[config.mk]
export PLATFORM = sky130hd
export DESIGN_NAME = io_periph_bank
export DESIGN_NICKNAME = d
export VERILOG_FILES = /design/src/rtl/io_periph_pkg.sv /design/src/rtl/io_sw_sync.sv /design/src/rtl/io_periph_bank.sv
export SDC_FILE = /design/constraint.sdc
export NUM_CORES = 1
export LEC_CHECK = 0
export ABC_AREA = 1
export BUFFER_PORTS_ARGS = -buffer_cell sky130_fd_sc_hd__buf_2
export CORE_MARGIN = 3
export CORE_UTILIZATION = 45
export DETAILED_ROUTE_END_ITERATION = 16
export HOLD_SLACK_MARGIN = 0.1
export PLACE_DENSITY_LB_ADDON = 0.08
export SLEW_MARGIN = 20
export SYNTH_ARGS = -nofsm -noshare
export SYNTH_HDL_FRONTEND = slang
export SYNTH_SLANG_ARGS = --single-unit
[constraint.sdc]
create_clock -name clk_i -period 22.9 [get_ports clk_i]
set_input_delay 4.58 -clock clk_i [delete_from_list [all_inputs] [get_ports clk_i]]
set_output_delay 4.58 -clock clk_i [all_outputs]
set_load 0.05 [all_outputs]
[src/rtl/io_periph_pkg.sv]
// Shared address map, register select encoding and byte-merge helper for the IO peripheral bank.
package io_periph_pkg;

  localparam logic [8:0] LEDR_OFF = 9'h000;
  localparam logic [8:0] LEDG_OFF = 9'h004;
  localparam logic [8:0] LCD_OFF  = 9'h008;
  localparam logic [8:0] HEX_BASE = 9'h010;
  localparam logic [8:0] SW_OFF   = 9'h100;

  typedef enum logic [2:0] {
    SEL_LEDR = 3'd0,
    SEL_LEDG = 3'd1,
    SEL_LCD  = 3'd2,
    SEL_HEX  = 3'd3,
    SEL_SW   = 3'd4,
    SEL_NONE = 3'd5
  } io_sel_e;

  // Replace only the bytes whose enable bit is set.
  function automatic logic [31:0] byte_merge(input logic [31:0] old_val,
                                             input logic [31:0] new_val,
                                             input logic [3:0]  be);
    logic [31:0] res;
    res = old_val;
    for (int n = 0; n < 4; n++) begin
      if (be[n]) begin
        res[8*n +: 8] = new_val[8*n +: 8];
      end
    end
    return res;
  endfunction

endpackage

[src/rtl/io_sw_sync.sv]
// Switch input synchroniser with optional debounce filter.
// Debounce is built only when IO_SW_DEBOUNCE_EN is defined.
module io_sw_sync #(
  parameter int SW_W         = 32,
  parameter int DEBOUNCE_CYC = 16
) (
  input  logic            clk,
  input  logic            rst,
  input  logic [SW_W-1:0] sw_async,
  output logic [SW_W-1:0] sw_stable
);

  logic [SW_W-1:0] sync1_r;
  logic [SW_W-1:0] sync2_r;
  logic [SW_W-1:0] stable_r;

  // Two-flop synchroniser for the asynchronous switch pins.
  always_ff @(posedge clk or posedge rst) begin
    if (rst) begin
      sync1_r <= '0;
      sync2_r <= '0;
    end else begin
      sync1_r <= sw_async;
      sync2_r <= sync1_r;
    end
  end

`ifdef IO_SW_DEBOUNCE_EN
  localparam int CNT_W = $clog2(DEBOUNCE_CYC + 1);

  logic [SW_W-1:0]  prev_r;
  logic [CNT_W-1:0] cnt_r;
  logic [CNT_W-1:0] cnt_next_s;
  logic             load_s;

  // Count consecutive identical synced samples, saturating at DEBOUNCE_CYC.
  always_comb begin
    cnt_next_s = cnt_r;
    if (sync2_r != prev_r) begin
      cnt_next_s = '0;
    end else if (cnt_r != CNT_W'(DEBOUNCE_CYC)) begin
      cnt_next_s = cnt_r + CNT_W'(1'b1);
    end else begin
      cnt_next_s = cnt_r;
    end
    load_s = (cnt_next_s == CNT_W'(DEBOUNCE_CYC - 1));
  end

  // Debounce state and the filtered switch register.
  always_ff @(posedge clk or posedge rst) begin
    if (rst) begin
      prev_r   <= '0;
      cnt_r    <= '0;
      stable_r <= '0;
    end else begin
      prev_r <= sync2_r;
      cnt_r  <= cnt_next_s;
      if (load_s) begin
        stable_r <= sync2_r;
      end
    end
  end
`else
  logic [31:0] cfg_unused_s;
  assign cfg_unused_s = 32'(DEBOUNCE_CYC);

  // Without debounce the stable register simply follows the synchroniser.
  always_ff @(posedge clk or posedge rst) begin
    if (rst) begin
      stable_r <= '0;
    end else begin
      stable_r <= sync2_r;
    end
  end
`endif

  assign sw_stable = stable_r;

endmodule

[src/rtl/io_periph_bank.sv]
// Memory-mapped LED/LCD/hex/switch register bank with registered one-cycle reads.
// Optional switch debounce is enabled by defining IO_SW_DEBOUNCE_EN.
module io_periph_bank
  import io_periph_pkg::*;
#(
  parameter int NUM_HEX      = 8,
  parameter int SW_W         = 32,
  parameter int ADDR_W       = 12,
  parameter int DEBOUNCE_CYC = 16
) (
  input  logic                 clk_i,
  input  logic                 rst_i,
  input  logic [ADDR_W-1:0]    addr_i,
  input  logic [31:0]          wdata_i,
  input  logic [3:0]           be_i,
  input  logic                 we_i,
  input  logic                 re_i,
  output logic [31:0]          rdata_o,
  output logic                 rvalid_o,
  output logic                 err_o,
  input  logic [SW_W-1:0]      io_sw_i,
  output logic [31:0]          io_ledr_o,
  output logic [31:0]          io_ledg_o,
  output logic [31:0]          io_lcd_o,
  output logic [NUM_HEX*32-1:0] io_hex_o
);

  localparam logic [ADDR_W-1:0] HEX_END = ADDR_W'(HEX_BASE) + ADDR_W'(4 * NUM_HEX);

  logic [ADDR_W-1:0] word_addr_s;
  logic              addr_lsb_unused_s;
  io_sel_e           sel_s;
  logic [3:0]        hex_idx_s;
  logic [31:0]       hex_rd_s;
  logic [31:0]       rd_data_s;
  logic [SW_W-1:0]   sw_stable_s;

  logic [31:0] ledr_r;
  logic [31:0] ledg_r;
  logic [31:0] lcd_r;
  logic [31:0] hex_r [NUM_HEX];
  logic [31:0] rdata_r;
  logic        rvalid_r;
  logic        err_r;

  assign word_addr_s       = {addr_i[ADDR_W-1:2], 2'b00};
  assign addr_lsb_unused_s = ^addr_i[1:0];

  io_sw_sync #(
    .SW_W         (SW_W),
    .DEBOUNCE_CYC (DEBOUNCE_CYC)
  ) u_sw_sync (
    .clk       (clk_i),
    .rst       (rst_i),
    .sw_async  (io_sw_i),
    .sw_stable (sw_stable_s)
  );

  // Address decode; hex slots at or beyond NUM_HEX fall through to unmapped.
  always_comb begin
    sel_s     = SEL_NONE;
    hex_idx_s = word_addr_s[5:2] - 4'h4;
    if (word_addr_s == ADDR_W'(LEDR_OFF)) begin
      sel_s = SEL_LEDR;
    end else if (word_addr_s == ADDR_W'(LEDG_OFF)) begin
      sel_s = SEL_LEDG;
    end else if (word_addr_s == ADDR_W'(LCD_OFF)) begin
      sel_s = SEL_LCD;
    end else if ((word_addr_s >= ADDR_W'(HEX_BASE)) && (word_addr_s < HEX_END)) begin
      sel_s = SEL_HEX;
    end else if (word_addr_s == ADDR_W'(SW_OFF)) begin
      sel_s = SEL_SW;
    end else begin
      sel_s = SEL_NONE;
    end
  end

  // Read mux over the current (pre-write) register contents.
  always_comb begin
    hex_rd_s = 32'h0;
    for (int k = 0; k < NUM_HEX; k++) begin
      hex_rd_s = hex_rd_s | ({32{hex_idx_s == 4'(k)}} & hex_r[k]);
    end
    case (sel_s)
      SEL_LEDR: rd_data_s = ledr_r;
      SEL_LEDG: rd_data_s = ledg_r;
      SEL_LCD:  rd_data_s = lcd_r;
      SEL_HEX:  rd_data_s = hex_rd_s;
      SEL_SW:   rd_data_s = 32'(sw_stable_s);
      default:  rd_data_s = 32'h0;
    endcase
  end

  // Byte-enabled writes into the output registers.
  always_ff @(posedge clk_i or posedge rst_i) begin
    if (rst_i) begin
      ledr_r <= 32'h0;
      ledg_r <= 32'h0;
      lcd_r  <= 32'h0;
      for (int k = 0; k < NUM_HEX; k++) begin
        hex_r[k] <= 32'h0;
      end
    end else if (we_i) begin
      case (sel_s)
        SEL_LEDR: ledr_r <= byte_merge(ledr_r, wdata_i, be_i);
        SEL_LEDG: ledg_r <= byte_merge(ledg_r, wdata_i, be_i);
        SEL_LCD:  lcd_r  <= byte_merge(lcd_r, wdata_i, be_i);
        SEL_HEX: begin
          for (int k = 0; k < NUM_HEX; k++) begin
            if (hex_idx_s == 4'(k)) begin
              hex_r[k] <= byte_merge(hex_r[k], wdata_i, be_i);
            end
          end
        end
        default: ;
      endcase
    end
  end

  // Registered read response and error pulse.
  always_ff @(posedge clk_i or posedge rst_i) begin
    if (rst_i) begin
      rdata_r  <= 32'h0;
      rvalid_r <= 1'b0;
      err_r    <= 1'b0;
    end else begin
      rdata_r  <= re_i ? rd_data_s : 32'h0;
      rvalid_r <= re_i;
      err_r    <= ((re_i | we_i) & (sel_s == SEL_NONE)) | (we_i & (sel_s == SEL_SW));
    end
  end

  assign rdata_o   = rdata_r;
  assign rvalid_o  = rvalid_r;
  assign err_o     = err_r;
  assign io_ledr_o = ledr_r;
  assign io_ledg_o = ledg_r;
  assign io_lcd_o  = lcd_r;

  for (genvar g = 0; g < NUM_HEX; g++) begin : g_hex_out
    assign io_hex_o[32*g +: 32] = hex_r[g];
  end

endmodule

# After elaboration in Yosys (flattened, before gate mapping)
# Index checks and enable logic that the tools add are counted.
# op_classes
addsub	1
n_lt_le_gt_ge	2
n_eq_ne	15
n_mux	7
n_bitwise	19
n_reduce_logical	48
# ops
op	n
32-bit AND	8
32-bit OR	7
32-bit case mux with 5 select lines	1
4-bit AND reduction	32
3-bit AND reduction	12
32-bit 2-to-1 mux	1
4-bit by 3-bit == test with 1-bit output, second input constant	4
12-bit by 5-bit >= comparator with 1-bit output, second input constant	1
12-bit zero test	1
12-bit by 6-bit less-than comparator with 1-bit output, second input constant	1
3-bit 2-to-1 mux	4
10-bit by 1-bit == test with 1-bit output, second input constant	1
10-bit by 2-bit == test with 1-bit output, second input constant	1
10-bit by 7-bit == test with 1-bit output, second input constant	1
4-bit by 2-bit == test with 1-bit output, second input constant	2
3-bit by 2-bit == test with 1-bit output, second input constant	2
3-bit == test, second input constant	2
4-bit by 1-bit == test with 1-bit output, second input constant	1
4-bit zero test	1
4-bit by 3-bit subtractor with 4-bit output, second input constant	1
3-bit by 1-bit == test with 1-bit output, second input constant	1
3-bit zero test	1
1-bit AND	2
1-bit OR	2
2 further kinds	2
# word_totals
reg_bits	482
out_inout_bits	386

# Longest topological paths before layout
# Gate-level depths: netlist of the first run.
# depth
ltp_word	12
depth_mapped	13

# Modules after synthesis
# Synthesis of the first run repeated with hierarchy kept, for this count alone.
# hier_totals
hier_cells	2281
area_unflattened_um2	19905.3
# by_module_without_submodules
mod	n_inst	cells_per_inst	area_each_um2
io_periph_bank	1	2184	17499.3
io_sw_sync	1	97	2406.1

# Least setup slack after synthesis of the first run
# Ideal clock, no wire load.
# synth_timing
path_kind	input port to flip-flop
start	in addr_i[2]
end	reg ledr_r[0] (netlist: io_ledr_o[0])
arrival_time_ns	5.838
t_required_ns	22.766
path_slack_ns	16.929
stages	10
path_buffers	2
cell_sequence	buf_2 > nor2_1 > nand2_1 > nor2_1 > nand2_1 > inv_2 > nand2_1 > buf_2 > nand2_1 > o21ai_0
# synth_between
elab_chain_len	8
# synth_lines
item	line	source
start: declaration	io_periph_bank.sv:13	input logic [ADDR_W-1:0] addr_i,
12-bit by 5-bit >= comparator with 1-bit output, or another cell as far along	io_periph_bank.sv:69	end else if ((word_addr_s >= ADDR_W'(HEX_BASE)) && (word_addr_s < HEX_END)) begin
1-bit logical AND / 1-bit 2-to-1 mux (equally long branches)	io_periph_bank.sv:69, io_periph_bank.sv:71	
3-bit 2-to-1 mux	io_periph_bank.sv:69	
3-bit 2-to-1 mux	io_periph_bank.sv:67	end else if (word_addr_s == ADDR_W'(LCD_OFF)) begin
3-bit 2-to-1 mux	io_periph_bank.sv:65	end else if (word_addr_s == ADDR_W'(LEDG_OFF)) begin
3-bit 2-to-1 mux *	io_periph_bank.sv:63	if (word_addr_s == ADDR_W'(LEDR_OFF)) begin
3-bit zero test *	io_periph_bank.sv:104	case (sel_s)
3-bit AND reduction (no line) *	--	
end signal: assignment	io_periph_bank.sv:105	SEL_LEDR: ledr_r <= byte_merge(ledr_r, wdata_i, be_i);
end: declaration	io_periph_bank.sv:38	logic [31:0] ledr_r;
# Mark *: on every way between the ends. The rest lies on a longest branch, timed or not.
# A chain may end at the register's enable or synchronous reset.

# Final worst setup path of the first run
# layout_timing
start	in addr_i[5]
end	reg hex_r, in the netlist io_hex_o[185]
# layout_between
elab_chain_len	8
# layout_lines
item	line	source
12-bit by 5-bit >= comparator with 1-bit output, or another cell as far along	io_periph_bank.sv:69	
1-bit logical AND / 1-bit 2-to-1 mux (equally long branches)	io_periph_bank.sv:69, io_periph_bank.sv:71	
3-bit 2-to-1 mux	io_periph_bank.sv:69	
3-bit 2-to-1 mux	io_periph_bank.sv:67	
3-bit 2-to-1 mux	io_periph_bank.sv:65	
3-bit 2-to-1 mux	io_periph_bank.sv:63	
3-bit by 2-bit == test with 1-bit output	io_periph_bank.sv:104	
4-bit AND reduction (no line) *	--	
end signal: indexed assignment	io_periph_bank.sv:111	hex_r[k] <= byte_merge(hex_r[k], wdata_i, be_i);
end: declaration	io_periph_bank.sv:41	logic [31:0] hex_r [NUM_HEX];
# Marked as above.

==> results of run 1 <==
## worst max-delay path, cell delays in order
cell,delay [ns]
sky130_fd_sc_hd__buf_2,0.15
sky130_fd_sc_hd__inv_1,0.11
sky130_fd_sc_hd__nand2_2,0.20
sky130_fd_sc_hd__nand2_1,0.24
sky130_fd_sc_hd__nand2_2,0.46
sky130_fd_sc_hd__nor3_1,0.98
sky130_fd_sc_hd__nand2_1,0.58
sky130_fd_sc_hd__o21ai_0,0.36
## report_power, final
part	switching, W	internal (W)	leakage [nW]
Clock	0.000334	0.000478	0.821
Sequential	0.00000570	0.000864	6.50
Combinational	0.0000692	0.0000128	5.72
Total	0.000409	0.00135	13.0
## synth_stat cells
cell type	number
sky130_fd_sc_hd__buf_2	55
sky130_fd_sc_hd__nor2_4	1
sky130_fd_sc_hd__nor2_1	145
sky130_fd_sc_hd__inv_1	85
sky130_fd_sc_hd__nor3_2	1
sky130_fd_sc_hd__clkbuf_1	75
sky130_fd_sc_hd__nand2_2	4
sky130_fd_sc_hd__nand3_1	155
sky130_fd_sc_hd__dfrtp_1	482
sky130_fd_sc_hd__a21oi_1	14
sky130_fd_sc_hd__nand4_1	42
sky130_fd_sc_hd__nor3_4	4
sky130_fd_sc_hd__nor3_1	4
sky130_fd_sc_hd__clkinv_1	1
sky130_fd_sc_hd__nor4_1	1
sky130_fd_sc_hd__nand2_1	825
sky130_fd_sc_hd__o21ai_0	344
sky130_fd_sc_hd__buf_1	4
sky130_fd_sc_hd__nor2_2	2
sky130_fd_sc_hd__o21ai_1	9
sky130_fd_sc_hd__buf_6	1
sky130_fd_sc_hd__inv_2	2
## cell families (layout without fill, tap and decap cells)
kind of cell	count (synthesis)	in the layout
other	0	2
AND/OR/NAND/NOR	1184	1184
AO/OA/AOI/OAI	367	367
buffers and inverters	223	668
flip-flops	482	482
## path summary, 6_finish.rpt
kind,start,endpoint,slack (ns),cells after the start
worst max-delay path,addr_i[5],io_hex_o[185]$_DFFE_PP0P_,15.71,8
min in group asynchronous,rst_i,io_hex_o[89]$_DFFE_PP0P_,4.13,2
worst max register to register,io_hex_o[90]$_DFFE_PP0P_,rdata_o[26]$_DFF_PP0_,21.53,8
max in group asynchronous,rst_i,rdata_o[11]$_DFF_PP0_,16.36,4
worst min-delay path,u_sw_sync.sync1_r[14]$_DFF_PP0_,u_sw_sync.sync2_r[14]$_DFF_PP0_,0.34,0
worst min register to register,u_sw_sync.sync1_r[14]$_DFF_PP0_,u_sw_sync.sync2_r[14]$_DFF_PP0_,0.34,0
## sequential cells by signal (all words and copies together) (netlist names)
register and cells:
rvalid_o 1, u_sw_sync.sync1_r 32, io_ledg_o 32, u_sw_sync.sw_stable 32
io_lcd_o 32, io_hex_o 256, err_o 1, io_ledr_o 32
u_sw_sync.sync2_r 32, rdata_o 32
## cells in the final DEF, fill, tap and decap left out, types with 2 or more instances in the layout
cell type,netlist,final
sky130_fd_sc_hd__a21oi_1,14,14
sky130_fd_sc_hd__buf_2,55,467
sky130_fd_sc_hd__buf_4,0,25
sky130_fd_sc_hd__clkbuf_1,75,9
sky130_fd_sc_hd__clkbuf_16,0,53
sky130_fd_sc_hd__clkbuf_8,0,15
sky130_fd_sc_hd__clkinv_2,0,9
sky130_fd_sc_hd__dfrtp_1,482,482
sky130_fd_sc_hd__diode_2,0,2
sky130_fd_sc_hd__inv_1,85,84
sky130_fd_sc_hd__inv_2,2,2
sky130_fd_sc_hd__nand2_1,825,825
sky130_fd_sc_hd__nand2_2,4,4
sky130_fd_sc_hd__nand3_1,155,155
sky130_fd_sc_hd__nand4_1,42,42
sky130_fd_sc_hd__nor2_1,145,134
sky130_fd_sc_hd__nor2_2,2,12
sky130_fd_sc_hd__nor2_4,1,2
sky130_fd_sc_hd__nor3_1,4,4
sky130_fd_sc_hd__nor3_4,4,4
sky130_fd_sc_hd__o21ai_0,344,344
sky130_fd_sc_hd__o21ai_1,9,9
## through the flow
step / util / instances / hold WS (ns)
finish: 0.565 / 3280 / 0.343
detailed placement: 0.526 / 3191 / 0.335
global placement: 0.526 / 3191 / 0.332
global route: 0.565 / 3278 / 0.350
CTS: 0.564 / 3278 / 0.348
floorplan: - / 2256 / 0.331
## cell type report
type	instances	area (µm²)	area share
tap	577	722	0.0301
clock buffer	77	1570	0.0653
sequential	482	12100	0.503
clock inverter	10	75.1	0.00313
multi-input combinational	1551	6700	0.279
timing repair buffer	493	2540	0.106
inverter	88	338	0.0141
antenna	2	5.00	0.000209
## routing by layer
| layer | share of wire | vias to the layer above | track usage |
|---|---|---|---|
| met3 | 0.087 | 187 | 0.0801 |
| met5 | 0.00084 | - | 0 |
| met4 | 0.048 | 8 | 0.140 |
| met1 | 0.39 | 8403 | 0.400 |
| li1 | - | 8094 | - |
| met2 | 0.47 | 800 | 0.510 |
==> flow_summary.html, run 1 <==
<table>
<tr><th>Metric</th><th>Value</th></tr>
<tr><th colspan="2">Clocking</th></tr>
<tr><td># Post-CTS Setup Buffers</td><td>0</td></tr>
<tr><td>Max Buffers Root-to-Sink</td><td>3</td></tr>
<tr><td>Total CTS buffers</td><td>50</td></tr>
<tr><td>Clock net sink count</td><td>482</td></tr>
<tr><td>Clock tree from TritonCTS</td><td>yes</td></tr>
<tr><td>Post-cts hold buffer count</td><td>0</td></tr>
<tr><td>H-tree depth</td><td>2</td></tr>
<tr><td>Root buffer cell</td><td>sky130_fd_sc_hd__clkbuf_16</td></tr>
<tr><td>Clock insertion delay at the later pin of the skew report</td><td>0.59 ns</td></tr>
<tr><td>Post-cts repair resize count</td><td>0</td></tr>
<tr><td>Clock edge transition at the registers on the reported setup and hold paths</td><td>0.06 ns</td></tr>
<tr><th colspan="2">Logic synthesis</th></tr>
<tr><td>Synth Area in Compound Gates</td><td>0.0935</td></tr>
<tr><td>Synth Cell Area</td><td>0.0196 mm²</td></tr>
<tr><td>Cells after synthesis</td><td>2256</td></tr>
<tr><td>Top area cells in the synthesized netlist</td><td>sky130_fd_sc_hd__dfrtp_1, sky130_fd_sc_hd__nand2_1, sky130_fd_sc_hd__o21ai_0</td></tr>
<tr><td>Number of unique standard cell types used by synthesis</td><td>22</td></tr>
<tr><td>Dominant combinational cell family by area after synthesis</td><td>simple AND/OR/NAND/NOR gates</td></tr>
<tr><td>Mean instance size in the synthesized netlist</td><td>8.71 µm²</td></tr>
<tr><td>Sequential-to-total area share from yosys stat</td><td>0.614</td></tr>
<tr><td>Library cell occupying the most area in the post-synthesis netlist</td><td>sky130_fd_sc_hd__dfrtp_1</td></tr>
<tr><td>Total nets after synthesis</td><td>2340</td></tr>
<tr><td>Simple-gate share of the synthesized area</td><td>0.246</td></tr>
<tr><td>Synthesis Warnings</td><td>0</td></tr>
<tr><td>Post-synthesis xor/xnor area fraction</td><td>0</td></tr>
<tr><td>Post-synthesis mux area share</td><td>0</td></tr>
<tr><td>Top cell type's share of synthesized area</td><td>0.614</td></tr>
<tr><td>Number of flip-flops and latches in the synthesized netlist</td><td>482</td></tr>
<tr><td>Synthesized-area fraction occupied by adder cells</td><td>0</td></tr>
<tr><th colspan="2">Critical path</th></tr>
<tr><td>Critical Path Fanout Max</td><td>22</td></tr>
<tr><td>Startpoint types</td><td>input port</td></tr>
<tr><td>Kind of end point of the critical path</td><td>flop</td></tr>
<tr><td>Worst Path Required</td><td>23.39 ns</td></tr>
<tr><td>Worst Setup Path Type</td><td>in2reg</td></tr>
<tr><td>Worst endpoint data arrival time</td><td>7.68 ns</td></tr>
<tr><th colspan="2">Floorplanning</th></tr>
<tr><td>Standard cell core area</td><td>0.0425 mm²</td></tr>
<tr><td>Area of the die</td><td>0.0462 mm²</td></tr>
<tr><td>Die height</td><td>215 µm</td></tr>
<tr><td>Die boundary width</td><td>215 µm</td></tr>
<tr><td>Boundary Pins</td><td>470</td></tr>
<tr><td>Starting density of the core</td><td>0.462</td></tr>
<tr><td>Number of placement rows</td><td>75</td></tr>
<tr><th colspan="2">Placed design</th></tr>
<tr><td>Hpwl dp</td><td>53400 µm</td></tr>
<tr><td>Buffers added on ports</td><td>467</td></tr>
<tr><td>Post-placement setup slack</td><td>15.10 ns</td></tr>
<tr><td>Routability Congestion</td><td>0.948</td></tr>
<tr><td>Standard cell area after detailed placement</td><td>0.0224 mm²</td></tr>
<tr><th colspan="2">Global route</th></tr>
<tr><td>Pin count of the biggest net entering global routing</td><td>131</td></tr>
<tr><td>Via count of the first global-routing pass</td><td>16866</td></tr>
<tr><td>First-pass GRT wire length</td><td>109000 µm</td></tr>
<tr><td>Overall fraction of global-route tracks in use</td><td>0.314</td></tr>
<tr><td>GRT Residual Overflow</td><td>0</td></tr>
<tr><td>Antenna violations before repair</td><td>6</td></tr>
<tr><th colspan="2">Timing</th></tr>
<tr><td>Transition time of the tightest slew-check pin</td><td>1.04 ns</td></tr>
<tr><td>Final setup viols</td><td>0</td></tr>
<tr><td>Number of hold violations in the final report</td><td>0</td></tr>
<tr><td>Unrepaired setup endpoints after global routing</td><td>false</td></tr>
<tr><td>Slack of the critical path</td><td>15.71 ns</td></tr>
<tr><td>Total negative slack</td><td>0 ns</td></tr>
<tr><td>Shortest clock period the worst path allows after layout</td><td>7.19 ns</td></tr>
<tr><td>Setup clock skew after layout</td><td>0.0161 ns</td></tr>
<tr><td>Normalized max-slew margin</td><td>0.300</td></tr>
<tr><td>Final Cycle Share</td><td>0.314</td></tr>
<tr><td>Fmax achieved</td><td>139 MHz</td></tr>
<tr><td>Max-slew violation count</td><td>0</td></tr>
<tr><th colspan="2">Routing</th></tr>
<tr><td>Wirelength per Cell</td><td>22.5 µm</td></tr>
<tr><td>Vias</td><td>17492</td></tr>
<tr><td>Residual antenna-violating net count after detailed routing</td><td>0</td></tr>
<tr><td>Drt via density</td><td>5.33</td></tr>
<tr><td>Number of optimization iterations in the first detailed-route pass</td><td>5</td></tr>
<tr><td>DRC viols</td><td>0</td></tr>
<tr><td>Overall routed net length</td><td>73600 µm</td></tr>
<tr><td>DRT iter0 DRCs</td><td>1760</td></tr>
<tr><th colspan="2">Run</th></tr>
<tr><td>Number of violations of the max-capacitance limit</td><td>0</td></tr>
<tr><th colspan="2">Worst hold path</th></tr>
<tr><td>Hold Crit Class</td><td>reg2reg</td></tr>
<tr><th colspan="2">Power and ir drop</th></tr>
<tr><td>Power Total</td><td>0.00176 W</td></tr>
<tr><td>Areal power density over the cells</td><td>73.5 mW/mm²</td></tr>
<tr><td>Peak supply drop</td><td>0.0531 mV</td></tr>
<tr><td>Pleak</td><td>13.0 nW</td></tr>
<tr><th colspan="2">Cells and area</th></tr>
<tr><td>Post-layout nets</td><td>2750</td></tr>
<tr><td>Layout overhead on the synthesized area</td><td>22.2%</td></tr>
<tr><td>Area of all placed cells without fillers</td><td>0.0240 mm²</td></tr>
<tr><td>Share of layout cells above drive strength 1</td><td>0.221</td></tr>
<tr><td>Number of fill cells in the layout</td><td>3981</td></tr>
<tr><th colspan="2">Run status</th></tr>
<tr><td>Status</td><td>finished clean</td></tr>
</table>
(Power assumes the default switching activity.)
==> run 2, diff against run 1 <==
Clock period 22.9 ns to 6.1 ns, I/O delays scaled along.
==> flow_summary.html, run 2 (synthesis gave the netlist of run 1 again) <==
<table>
<tr><th>Metric</th><th>Value</th></tr>
<tr><th colspan="2">Placed design</th></tr>
<tr><td>Buffers added on ports</td><td>467 (unchanged)</td></tr>
<tr><td>Cell total after placement</td><td>3190 (was 3191)</td></tr>
<tr><td>Hpwl dp</td><td>53100 µm (was 53400 µm)</td></tr>
<tr><td>Routability Congestion</td><td>0.981 (was 0.948)</td></tr>
<tr><th colspan="2">Cells and area</th></tr>
<tr><td>Share of layout cells above drive strength 1</td><td>0.221 (about the same)</td></tr>
<tr><td>Layout overhead on the synthesized area</td><td>22.6% (was 22.2%)</td></tr>
<tr><td>Most used cells in the layout excluding fill and tap cells</td><td>sky130_fd_sc_hd__nand2_1, sky130_fd_sc_hd__dfrtp_1, sky130_fd_sc_hd__buf_2, sky130_fd_sc_hd__o21ai_0, sky130_fd_sc_hd__nand3_1 (unchanged)</td></tr>
<tr><td>Post-layout nets</td><td>2750 (unchanged)</td></tr>
<tr><td>Most frequent standard cell in the layout excluding fill and tap cells</td><td>sky130_fd_sc_hd__nand2_1 (unchanged)</td></tr>
<tr><td>Flip-flop count of the largest register after layout</td><td>256 (unchanged)</td></tr>
<tr><td>Number of standard cells in the layout, taps in and fillers out</td><td>3282 (was 3280)</td></tr>
<tr><td>Final core utilization</td><td>0.567 (was 0.565)</td></tr>
<tr><th colspan="2">Power and ir drop</th></tr>
<tr><td>Power Total</td><td>0.00673 W (was 0.00176 W)</td></tr>
<tr><td>Pleak</td><td>13.1 nW (was 13.0 nW)</td></tr>
<tr><td>Peak supply drop</td><td>0.225 mV (was 0.0531 mV)</td></tr>
<tr><td>Areal power density over the cells</td><td>279 mW/mm² (was 73.5 mW/mm²)</td></tr>
<tr><th colspan="2">Clocking</th></tr>
<tr><td>Total CTS buffers</td><td>51 (was 50)</td></tr>
<tr><td>Post-cts repair resize count</td><td>0 (unchanged)</td></tr>
<tr><td>Clock tree from TritonCTS</td><td>yes (unchanged)</td></tr>
<tr><td>Post-cts hold buffer count</td><td>0 (unchanged)</td></tr>
<tr><td>Max Buffers Root-to-Sink</td><td>3 (unchanged)</td></tr>
<tr><td>H-tree depth</td><td>2 (unchanged)</td></tr>
<tr><td>Clock net sink count</td><td>482 (unchanged)</td></tr>
<tr><td>Clock insertion delay at the later pin of the skew report</td><td>0.60 ns (was 0.59 ns)</td></tr>
<tr><td>Root buffer cell</td><td>sky130_fd_sc_hd__clkbuf_16 (unchanged)</td></tr>
<tr><td>Clock edge transition at the registers on the reported setup and hold paths</td><td>0.06 ns (about the same)</td></tr>
<tr><td># Post-CTS Setup Buffers</td><td>0 (unchanged)</td></tr>
<tr><th colspan="2">Timing</th></tr>
<tr><td>Number of hold violations in the final report</td><td>0 (unchanged)</td></tr>
<tr><td>Final Cycle Share</td><td>0.633</td></tr>
<tr><td>Transition time of the tightest slew-check pin</td><td>1.11 ns (was 1.04 ns)</td></tr>
<tr><td>Max-slew violation count</td><td>0 (unchanged)</td></tr>
<tr><td>Setup clock skew after layout</td><td>0.0131 ns (was 0.0161 ns)</td></tr>
<tr><td>Final setup viols</td><td>0 (unchanged)</td></tr>
<tr><td>Total negative slack</td><td>0 ns (unchanged)</td></tr>
<tr><td>Normalized max-slew margin</td><td>0.260 (was 0.300)</td></tr>
<tr><td>Shortest clock period the worst path allows after layout</td><td>3.86 ns</td></tr>
<tr><td>Fmax achieved</td><td>259 MHz</td></tr>
<tr><td>Unrepaired setup endpoints after global routing</td><td>false (unchanged)</td></tr>
<tr><td>Hold_ws</td><td>0.345 ns (was 0.343 ns)</td></tr>
<tr><th colspan="2">Global route</th></tr>
<tr><td>Antenna violations before repair</td><td>8 (was 6)</td></tr>
<tr><td>GRT Residual Overflow</td><td>0 (unchanged)</td></tr>
<tr><td>First-pass GRT wire length</td><td>108000 µm (was 109000 µm)</td></tr>
<tr><td>Pin count of the biggest net entering global routing</td><td>176 (was 131)</td></tr>
<tr><td>Overall fraction of global-route tracks in use</td><td>0.312 (was 0.314)</td></tr>
<tr><td>Via count of the first global-routing pass</td><td>16780 (was 16866)</td></tr>
<tr><th colspan="2">Critical path</th></tr>
<tr><td>Reg-to-reg startpoint</td><td>io_hex_o[230]$_DFFE_PP0P_ (was io_hex_o[90]$_DFFE_PP0P_)</td></tr>
<tr><td>Launch point of the worst path</td><td>addr_i[2] (was addr_i[5])</td></tr>
<tr><td>Worst Setup Path Type</td><td>in2reg (unchanged)</td></tr>
<tr><td>Critical Path Fanout Max</td><td>35 (was 22)</td></tr>
<tr><td>Number of cell instances on the worst register-to-register path</td><td>6 (was 8)</td></tr>
<tr><td>Worst Path Required</td><td>6.61 ns (was 23.39 ns)</td></tr>
<tr><td>Worst endpoint data arrival time</td><td>4.38 ns (was 7.68 ns)</td></tr>
<tr><td>Chain of cells forming the critical path</td><td>buf_2, nand2_1, nor2_2, buf_4, nand2_1, nand2_1, nor2_1, a21oi_1, nor2_1, nor2_1 (was buf_2, inv_1, nand2_2, nand2_1, nand2_2, nor3_1, nand2_1, o21ai_0)</td></tr>
<tr><td>Reg2Reg Setup Slack</td><td>4.72 ns (was 21.53 ns)</td></tr>
<tr><td>Startpoint types</td><td>input port (unchanged)</td></tr>
<tr><td>Crit-path slowest cell</td><td>sky130_fd_sc_hd__nor2_2 (was sky130_fd_sc_hd__nor3_1)</td></tr>
<tr><td>Kind of end point of the critical path</td><td>flop (unchanged)</td></tr>
<tr><td>Crit-path max cell delay</td><td>0.97 ns (was 0.98 ns)</td></tr>
<tr><th colspan="2">Routing</th></tr>
<tr><td>Drt via density</td><td>5.36 (was 5.33)</td></tr>
<tr><td>Vias</td><td>17577 (was 17492)</td></tr>
<tr><td>Number of optimization iterations in the first detailed-route pass</td><td>6 (was 5)</td></tr>
<tr><td>DRC viols</td><td>0 (unchanged)</td></tr>
<tr><td>Wirelength per Cell</td><td>22.4 µm (was 22.5 µm)</td></tr>
<tr><td>Overall routed net length</td><td>73500 µm (was 73600 µm)</td></tr>
<tr><td>Residual antenna-violating net count after detailed routing</td><td>0 (unchanged)</td></tr>
<tr><td>DRT iter0 DRCs</td><td>1792 (was 1760)</td></tr>
<tr><th colspan="2">Floorplanning</th></tr>
<tr><td>Die boundary width</td><td>215 µm (unchanged)</td></tr>
<tr><td>Die height</td><td>215 µm (unchanged)</td></tr>
<tr><td>Area of the die</td><td>0.0462 mm² (unchanged)</td></tr>
<tr><td>Boundary Pins</td><td>470 (unchanged)</td></tr>
<tr><td>Starting density of the core</td><td>0.462 (unchanged)</td></tr>
<tr><td>Number of placement rows</td><td>75 (unchanged)</td></tr>
<tr><td>Standard cell core area</td><td>0.0425 mm² (unchanged)</td></tr>
<tr><th colspan="2">Run</th></tr>
<tr><td>Number of violations of the max-capacitance limit</td><td>0 (unchanged)</td></tr>
<tr><th colspan="2">Run status</th></tr>
<tr><td>Status</td><td>finished clean (unchanged)</td></tr>
<tr><th colspan="2">Worst hold path</th></tr>
<tr><td>Hold Crit Class</td><td>reg2reg (unchanged)</td></tr>
<tr><td>HP Start</td><td>u_sw_sync.sync1_r[5]$_DFF_PP0_ (was u_sw_sync.sync1_r[14]$_DFF_PP0_)</td></tr>
<tr><td>Cell depth of the worst hold path</td><td>0 (unchanged)</td></tr>
</table>
## run 2: final cells by class
class,count,area (µm²)
timing repair buffer,492,2550
inverter,88,334
sequential,482,12100
tap,577,722
clock buffer,80,1570
antenna,3,7.51
fill,3986,18400
multi-input combinational,1551,6700
clock inverter,9,139
## run 2: worst paths after layout
| path | to |
|---|---|
| min in group asynchronous | io_hex_o[249]$_DFFE_PP0P_ |
| max reg2reg | rdata_o[6]$_DFF_PP0_ |
| min reg2reg | u_sw_sync.sync2_r[5]$_DFF_PP0_ |
| min | u_sw_sync.sync2_r[5]$_DFF_PP0_ |
| max | rdata_o[18]$_DFF_PP0_ |
| max in group asynchronous | u_sw_sync.sw_stable[21]$_DFF_PP0_ |
## run 2: critical path, delay by kind of cell
family / cells / cell delay, ns
simple gates: 7 / 1.83
compound gates: 1 / 0.30
buf+inv: 2 / 1.00
## run 2: power by group
part / switching [W] / internal [W] / total [W]
Sequential: 0.0000218 / 0.00324 / 0.00327
Clock: 0.00128 / 0.00188 / 0.00316
Combinational: 0.000260 / 0.0000492 / 0.000309
Total: 0.00156 / 0.00517 / 0.00673
## run 2: through the flow
step	setup WS (ns)	area, µm²
CTS	2.35	24100
global placement	1.76	22400
global route	2.17	24100
detailed placement	1.73	22400
floorplan	-1.65	19600
finish	2.24	24100
## run 2: routing by layer
| layer | track usage | share of wire |
|---|---|---|
| met5 | 0 | 0.00057 |
| met4 | 0.137 | 0.045 |
| met3 | 0.0853 | 0.098 |
| met2 | 0.512 | 0.48 |
| met1 | 0.388 | 0.38 |
